### config.mk
export PLATFORM = sky130hd
export DESIGN_NAME = nibble_serializer
export DESIGN_NICKNAME = d
export VERILOG_FILES = /design/src/rtl/nibble_serializer.sv
export SDC_FILE = /design/constraint.sdc
export NUM_CORES = 1
export LEC_CHECK = 0
export ABC_AREA = 1
export CORE_AREA = 8 8 45 47
export CTS_CLUSTER_DIAMETER = 30
export DETAILED_ROUTE_END_ITERATION = 10
export DIE_AREA = 0 0 53 55
export GPL_ROUTABILITY_DRIVEN = 0
export PLACE_DENSITY = 0.74
export REMOVE_ABC_BUFFERS = 1
export SKIP_CTS_REPAIR_TIMING = 1
export SLEW_MARGIN = 20
export SYNTH_ARGS = -nofsm -noshare
export SYNTH_HDL_FRONTEND = slang
export SYNTH_SLANG_ARGS = --single-unit
export TNS_END_PERCENT = 30
### constraint.sdc
create_clock -name CLK -period 2.55 [get_ports CLK]
set_clock_uncertainty 0.1 [all_clocks]
set_input_delay 0.255 -clock CLK [delete_from_list [all_inputs] [get_ports CLK]]
set_output_delay 0.255 -clock CLK [all_outputs]
set_load 0.02 [all_outputs]
### src/rtl/nibble_serializer.sv
// nibble_serializer: shifts accepted operand pairs out MSB-first as framed bit pairs
module nibble_serializer #(
  parameter int WIDTH = 4
) (
  input  logic             CLK,
  input  logic             RESET,
  input  logic             ns_valid,
  output logic             ns_ready,
  input  logic [WIDTH-1:0] ns_a,
  input  logic [WIDTH-1:0] ns_b,
  output logic             ns_bit_a,
  output logic             ns_bit_b,
  output logic             ns_bit_valid,
  output logic             ns_first,
  output logic             ns_last
);
  localparam int CW = $clog2(WIDTH);
  typedef enum logic {IDLE, SHIFT} state_t;
  state_t          state;
  logic [WIDTH-1:0] sh_a, sh_b;
  logic [CW-1:0]    cnt;
  logic             shifting, at_last;
  assign shifting     = state == SHIFT;
  assign at_last      = cnt == '0;
  assign ns_ready     = !shifting || at_last;
  assign ns_bit_a     = sh_a[WIDTH-1];
  assign ns_bit_b     = sh_b[WIDTH-1];
  assign ns_bit_valid = shifting;
  assign ns_first     = shifting && cnt == CW'(WIDTH-1);
  assign ns_last      = shifting && at_last;
  // load on accept, shift while bits remain, clear the registers when a frame ends without a follower
  always_ff @(posedge CLK or posedge RESET)
    if (RESET) begin
      state <= IDLE;
      sh_a  <= '0;
      sh_b  <= '0;
      cnt   <= '0;
    end else if (ns_valid && ns_ready) begin
      state <= SHIFT;
      sh_a  <= ns_a;
      sh_b  <= ns_b;
      cnt   <= CW'(WIDTH-1);
    end else if (shifting) begin
      if (!at_last) begin
        sh_a <= {sh_a[WIDTH-2:0], 1'b0};
        sh_b <= {sh_b[WIDTH-2:0], 1'b0};
        cnt  <= cnt - 1'b1;
      end else begin
        sh_a  <= '0;
        sh_b  <= '0;
        state <= IDLE;
      end
    end
endmodule

; Yosys cells after proc, flatten, opt, wreduce, memory -nomap -nowiden
; Index checks and enable logic that the tools add are counted.
[classes]
reduce_logical = 8
add_sub_neg = 1
eq_ne = 2
n_mux = 12
[ops]
columns = op, n
row1 = 4-bit two-way mux, 6
row2 = 2-bit two-way mux, 3
row3 = 1-bit logical AND, 3
row4 = 1-bit two-way mux, 3
row5 = 2-bit equality test (second input constant), 1
row6 = 2-bit logical NOT, 1
row7 = 2-bit by 1-bit inequality test with 1-bit output (second input constant), 1
row8 = 2-bit AND reduction, 1
row9 = 2-bit nonzero test, 1
row10 = 2-bit by 1-bit subtractor with 2-bit output (second input constant), 1
row11 = 1-bit logical NOT, 1
row12 = 1-bit logical OR, 1
[word_totals]
reg_bits = 11
elab_cells = 27
out_inout_bits = 6
inputBits = 11

; Depth between registers and ports, before layout
; Gate-level depths: netlist of run 1.
[logic_depth]
ltp_word = 5
mapped_depth = 8

; Worst setup path before layout of run 1
; OpenSTA, ideal clock, no wires.
[synth_path]
path_type = register to register
start = reg cnt[0]
end = reg sh_a[3]
path_stages_with_launch = 9
path_slack_ps = 1218
required_ps = 2326
arrival_time_ps = 1108
period_less_slack_ps = 1332
n_path_buf = 0
cell_sequence = dfrtp_1 -> inv_1 -> ha_1 -> inv_1 -> nand2_2 -> nand2_1 -> inv_1 -> nand2_1 -> nand3_1
[synth_via]
elab_chain_len = 4
[synth_lines]
columns = item, line
row1 = start: declaration, 21  ; logic [CW-1:0] cnt;
row2 = start signal: assignment, 42  ; cnt <= CW'(WIDTH-1);
row3 = start signal: assignment, 47  ; cnt <= cnt - 1'b1;
row4 = 2-bit logical NOT *, 24  ; assign at_last = cnt == '0;
row5 = 4-bit two-way mux / 1-bit logical OR (equally long branches), "44, 25"
row6 = 4-bit two-way mux / 1-bit logical AND (equally long branches), "43, 38"
row7 = 4-bit two-way mux / 2-bit nonzero test (equally long branches), --
row8 = end signal: assignment, 40  ; sh_a <= ns_a;
row9 = end signal: assignment, 45  ; sh_a <= {sh_a[WIDTH-2:0], 1'b0};
row10 = end: declaration, 20  ; logic [WIDTH-1:0] sh_a, sh_b;
; Every way passes the cells marked *; elsewhere a longest branch is shown, timed or not. The select of a mux whose other input is x is not followed.
; A chain may end at the register's enable or synchronous reset.

; Final worst setup path of run 1
[layout_path]
start = reg cnt[0]
end = out ns_ready
[layout_via]
elab_chain_len = 2
[layout_lines]
columns = item, line
row1 = 2-bit logical NOT, 24
row2 = 1-bit logical OR, 25  ; assign ns_ready = !shifting || at_last;
row3 = end: declaration, 8  ; output logic ns_ready,
; No other way between the ends.

==> results of run 1 <==
==> final timing paths <==
check | to | slack, ps | depth (start not counted)
setup / recovery | ns_ready | 430 | 4
hold / removal | sh_b[3] | 180 | 2
setup reg to reg | sh_a[3] | 1060 | 8
hold reg to reg | sh_b[0] | 390 | 2
max in group asynchronous | sh_b[1] | 1880 | 2
min in group CLK | sh_b[0] | 390 | 2
==> layout make-up <==
class | instances | share of cell area (%)
well taps | 16 | 2.512
inverters | 16 | 7.535
multi-input cells | 54 | 32.03
clock buffers | 4 | 3.297
flip-flops and latches | 11 | 34.54
repair buffers | 16 | 20.09
==> sequential cells by signal, summed over array words and instances (netlist names) <==
name,flops
cnt,2
ns_bit_valid,1
sh_a,4
sh_b,4
==> logic make-up (layout without fill, tap and decap cells) <==
logic type | Yosys count | in the layout | synth area share (%)
and+or+nand+nor | 50 | 50 | 35.35
buffers and inverters | 17 | 36 | 11.85
DFF | 11 | 11 | 45.74
adders and majority gates | 3 | 3 | 6.238
AOI/OAI and AO/OA | 1 | 1 | 0.8308
==> placed cells by master (no fill, tap or decap), drive strengths merged <==
master,netlist,final
clkdlybuf4s50,0,16
clkbuf,0,4
o21ai,1,1
inv,16,16
nand3,14,14
nor2,1,1
nand2,34,34
dfrtp,11,11
ha,3,3
or2,1,1
==> stage by stage <==
step           hold WS, ps  utilization, %
2_1_floorplan        7.438               -
3_3_place_gp         363.7           55.70
3_5_place_dp         367.8           55.70
4_1_cts              186.4           57.59
5_1_grt              222.4           57.59
6_report             175.3           57.59
==> layer usage <==
layer  wire length (um)  global-route usage [%]  vias to the layer above
met1                605                   11.06                      231
li1                   -                       -                      286
met3                 90                   3.476                        5
met4                 36                   6.466                        0
met5                  0                       0                        -
met2                518                   13.67                       13
==> power by group through the flow <==
stage               sequential [mW]  clock (mW)  combinational, mW
finish                        0.292       0.122              0.429
global route                  0.301       0.133              0.486
CTS                           0.293       0.124              0.436
detailed placement            0.296           0              0.432
global placement              0.293           0              0.427
floorplan                     0.308           0              0.256
==> qor.csv, run 1 <==
metric,value,unit
status,"complete, no violations",
route.detailed.drc,0,
finalPower,0.8433,mW
fmax,470.9,MHz
period_share,83.27,%
critPathLaunch,cnt[0],
syn_area,601.8,um^2
cpLargestDelayFamily,buffers and inverters,
critical_path.cell_chain,inv_1 -> ha_1 -> or2_1 -> clkdlybuf4s50_1,
synth_enable_flop_cells,0,
grt_pass1_wl,1980,um
final_cell_area,797.0,um^2
rsz0062_at_grt,false,
drt_iter0_drc,2,
yosysSeqAreaShare,45.74,%
area_growth,32.43,%
rows,14,
path_buf_inv,2,
setup_ws,426.5,ps
synthDistinctLibCells,11,
core_area,1384,um^2
synth_largest_area_cell,dfrtp_1,
swShare,42.28,%
power.internal,0.4867,mW
synthCells,82,
critPathCaptureType,primary output,
postPlaceCellArea,770.7,um^2
cts_buffers,3,
h-tree-depth,1,
slew_viol_final,0,
p_switching,0.3566,mW
peakVddDrop,564.4,uV
cp-start-kind,flop,
cts_buffer_depth,2,
p_comb_share,50.9,%
setup_viol,0,
cts_tree,built,
worstMarginPinSlew,422.3,ps
routed_wire_length_per_instance,10.70,um
drive_gt1_share,5.941,%
dieArea,2915,um^2
ios,17,
ant_nets,0,
regArea,275.3,um^2
path_max_fanout,4,
grt_use_total,9.316,%
fillCellCount,140,
final.min_clock_period,2123,ps
ys.flop_type,dfrtp_1,
avgSynthCellArea,7.339,um^2
placed_cells,113,
numClockSinks,11,
overflow,0,
ys_warn_count,0,
clk_pin_slew,70,ps
ys_top_cells_by_area,"dfrtp_1 46%, nand2_1 21%, nand3_1 12%",
synthTopCellsByCount,"33 x nand2_1, 15 x inv_1, 14 x nand3_1",
antenna_found_initial,0,
async_flop_share,100.0,%
nNetsFinal,116,
grt_max_degree,12,
p_leak,0.4529,nW
synth_most_common_cell,nand2_1,
clk_latency,270,ps
drt-total-wl,1252,um
ys_ff_latch,11,
slowest_delay,560,ps
cp.required,2190,ps
pwr-share-seq,34.7,%
cap_violations,0,
timing.rr.start,cnt[0],
fp.dieH,55,um
clockRootBuffer,clkbuf_4,
hpwl,953.9,um
p_clk_share,14.4,%
critPathKind,flop to primary output,
vias,535,
slew_headroom,71.81,%
hold_class,input pin to asynchronous set/reset pin,
vias_per_cell,4.573,
die_x,53,um
crit_arrival,1770,ps
yosys.area.top_type_share,45.74,%
layoutNonFillerInstCount,117,
place_ws,726.6,ps
antenna_cells,0,
multiInputGateArea,255.2,um^2
crit_slowest_cell,clkdlybuf4s50_1,
p_per_area,1058,nW/um^2
grt_pass1_vias,478,
hold_viol,0,
setup-tns-final,0,ps
dr.pass1.iters,4,
start_util,43.49,%
port_buffers,16,
Note: power is estimated with default switching activity, not from simulation.
==> run 2, diff against run 1 <==
CORE_AREA = unset   (was 8 8 45 47)
CORE_MARGIN = 8   (was unset)
CORE_UTILIZATION = 45   (was unset)
DIE_AREA = unset   (was 0 0 53 55)
clock period = 2.1 ns   (was 2.55 ns; I/O delays follow)
==> run 2 against run 1 <==
  * Wire length grew 2.8%
  * Via count grew 4.9%
  * Flip-flop and latch count is the same
  * Clock-buffer cell count is the same
  * Sequential power grew 23%
  * First-iteration DRC count grew to 7.5 times the previous value
  * Critical path depth grew 1
  * Clock power grew 17%
  * Register-to-register slack lost 470 ps
  * Critical endpoint is now ns_last
  * Largest cell class unchanged
  * Largest power group unchanged
==> qor.csv, run 2 (synthesis gave the netlist of run 1 again) <==
metric,value,unit
path_max_fanout,3,
fp.dieH,52.57,um
timing.rr.start,cnt[0],
clockRootBuffer,clkbuf_4,
cts_tree,built,
worstMarginPinSlew,420.1,ps
start_util,47.44,%
area_growth,33.89,%
clk_pin_slew,70,ps
cp.required,1790,ps
p_comb_share,50.9,%
grt_pass1_wl,2283,um
status,"complete, no violations",
overflow,0,
r2r_cells,8,
hpwl,1034,um
crit_arrival,1660,ps
port_buffers,16,
cts_buffers,3,
hold_viol,0,
power.internal,0.5899,mW
slew_headroom,71.96,%
slew_viol_final,0,
core_area,1269,um^2
dr.pass1.iters,4,
grt_pass1_vias,577,
grt_use_total,10.97,%
drive_gt1_share,6.863,%
p_clk_share,14.0,%
cts_buffer_depth,2,
antenna_cells,0,
dieArea,2764,um^2
peakVddDrop,685.6,uV
placed_cells,113,
setup_viol,0,
rsz0062_at_grt,false,
drt_iter0_drc,15,
grt-busiest-layer,met2,
p_switching,0.4321,mW
ios,17,
layoutNonFillerInstCount,117,
antenna_found_initial,0,
whs,131.7,ps
ant_nets,0,
setup-tns-final,0,ps
vias_per_cell,4.795,
critPathCaptureType,primary output,
finalPower,1.022,mW
p_leak,0.4707,nW
hold_class,input pin to asynchronous set/reset pin,
met2_usage,17.00,%
swShare,42.28,%
use_met3,4.261,%
route.detailed.drc,0,
period_share,93.57,%
clk_latency,270,ps
die_x,52.57,um
reg_top3,"sh_a: 4 flops, sh_b: 4 flops, cnt: 2 flops",
vias,561,
final.min_clock_period,1965,ps
h-tree-depth,1,
rows,13,
p_per_area,1268,nW/um^2
drt-total-wl,1287,um
final_cell_mix,"33 x nand2_1, 15 x inv_1, 15 x clkdlybuf4s50_1",
cap_violations,0,
grt_max_degree,12,
r2r_end,sh_b[3],
routed_wire_length_per_instance,11.00,um
fmax,508.9,MHz
numClockSinks,11,
critPathKind,flop to primary output,
fin_util,63.51,%
critPathCapture,ns_last,
mostFrequentLayoutCell,nand2_1,
cp-start-kind,flop,
rrSetupSlack,590,ps
pwr-share-seq,35.1,%
nNetsFinal,117,
grtUsageMet1,12.42,%
critPathLaunch,cnt[0],
## run 2: changes by cell type in the layout (fill, tap and decap cells not counted), sizes merged
cell           previous run  this run
dlymetal6s2s              0         1
clkdlybuf4s50            16        15
buf                       0         1
## run 2: per-stage QoR
step           setup WS (ps)  instance area [um^2]
6_report               135.0                 805.8
5_1_grt                49.93                 805.8
4_1_cts                13.75                 803.3
3_5_place_dp           313.1                 777.0
3_3_place_gp           351.5                 777.0
2_1_floorplan          767.7                 590.6
## run 2: power by group through the flow
stage	logic [mW]	registers, mW	clock network, mW
floorplan	0.311	0.374	0
global placement	0.519	0.357	0
detailed placement	0.532	0.359	0
CTS	0.534	0.356	0.146
global route	0.590	0.369	0.164
finish	0.520	0.358	0.143
## run 2: critical path, stage by stage, from the launching register on
cell	delay (ps)
dfrtp_1	410
inv_1	110
ha_1	170
nand2_1	60
inv_1	50
clkdlybuf4s50_1	590
## run 2: layout make-up
class	instances	area (um^2)
Inverter	16	60.06
Tap cell	15	18.77
Clock buffer	4	26.28
Multi-Input combinational cell	54	255.2
Sequential cell	11	275.3
Timing Repair Buffer	17	170.2
Fill cell	111	462.9
## run 2: per-layer routing
| metal | share of wire (%) | vias to the layer above |
|---|---|---|
| met3 | 8.9 | 5 |
| li1 | - | 285 |
| met4 | 2.3 | 0 |
| met2 | 42 | 19 |
| met1 | 47 | 252 |
| met5 | 0 | - |
## run 2: worst min path at each step
| stage | start | to | slack (ps) | cells past startpoint |
|---|---|---|---|---|
| after global placement | sh_b[2] | sh_b[2] | 360 | 2 |
| after CTS | RESET | ns_bit_valid | 150 | 2 |
| after global routing | RESET | sh_a[1] | 180 | 2 |
| final | RESET | sh_a[3] | 130 | 2 |
| after detailed placement | sh_a[1] | sh_a[1] | 370 | 2 |
| after floorplan | RESET | cnt[0] | -40 | 1 |
==> run 3, diff against run 2 <==
SETUP_SLACK_MARGIN = 0.2   (was unset)
==> results of run 3 <==
The final DEF is identical to that of run 2. Status: complete, no violations.
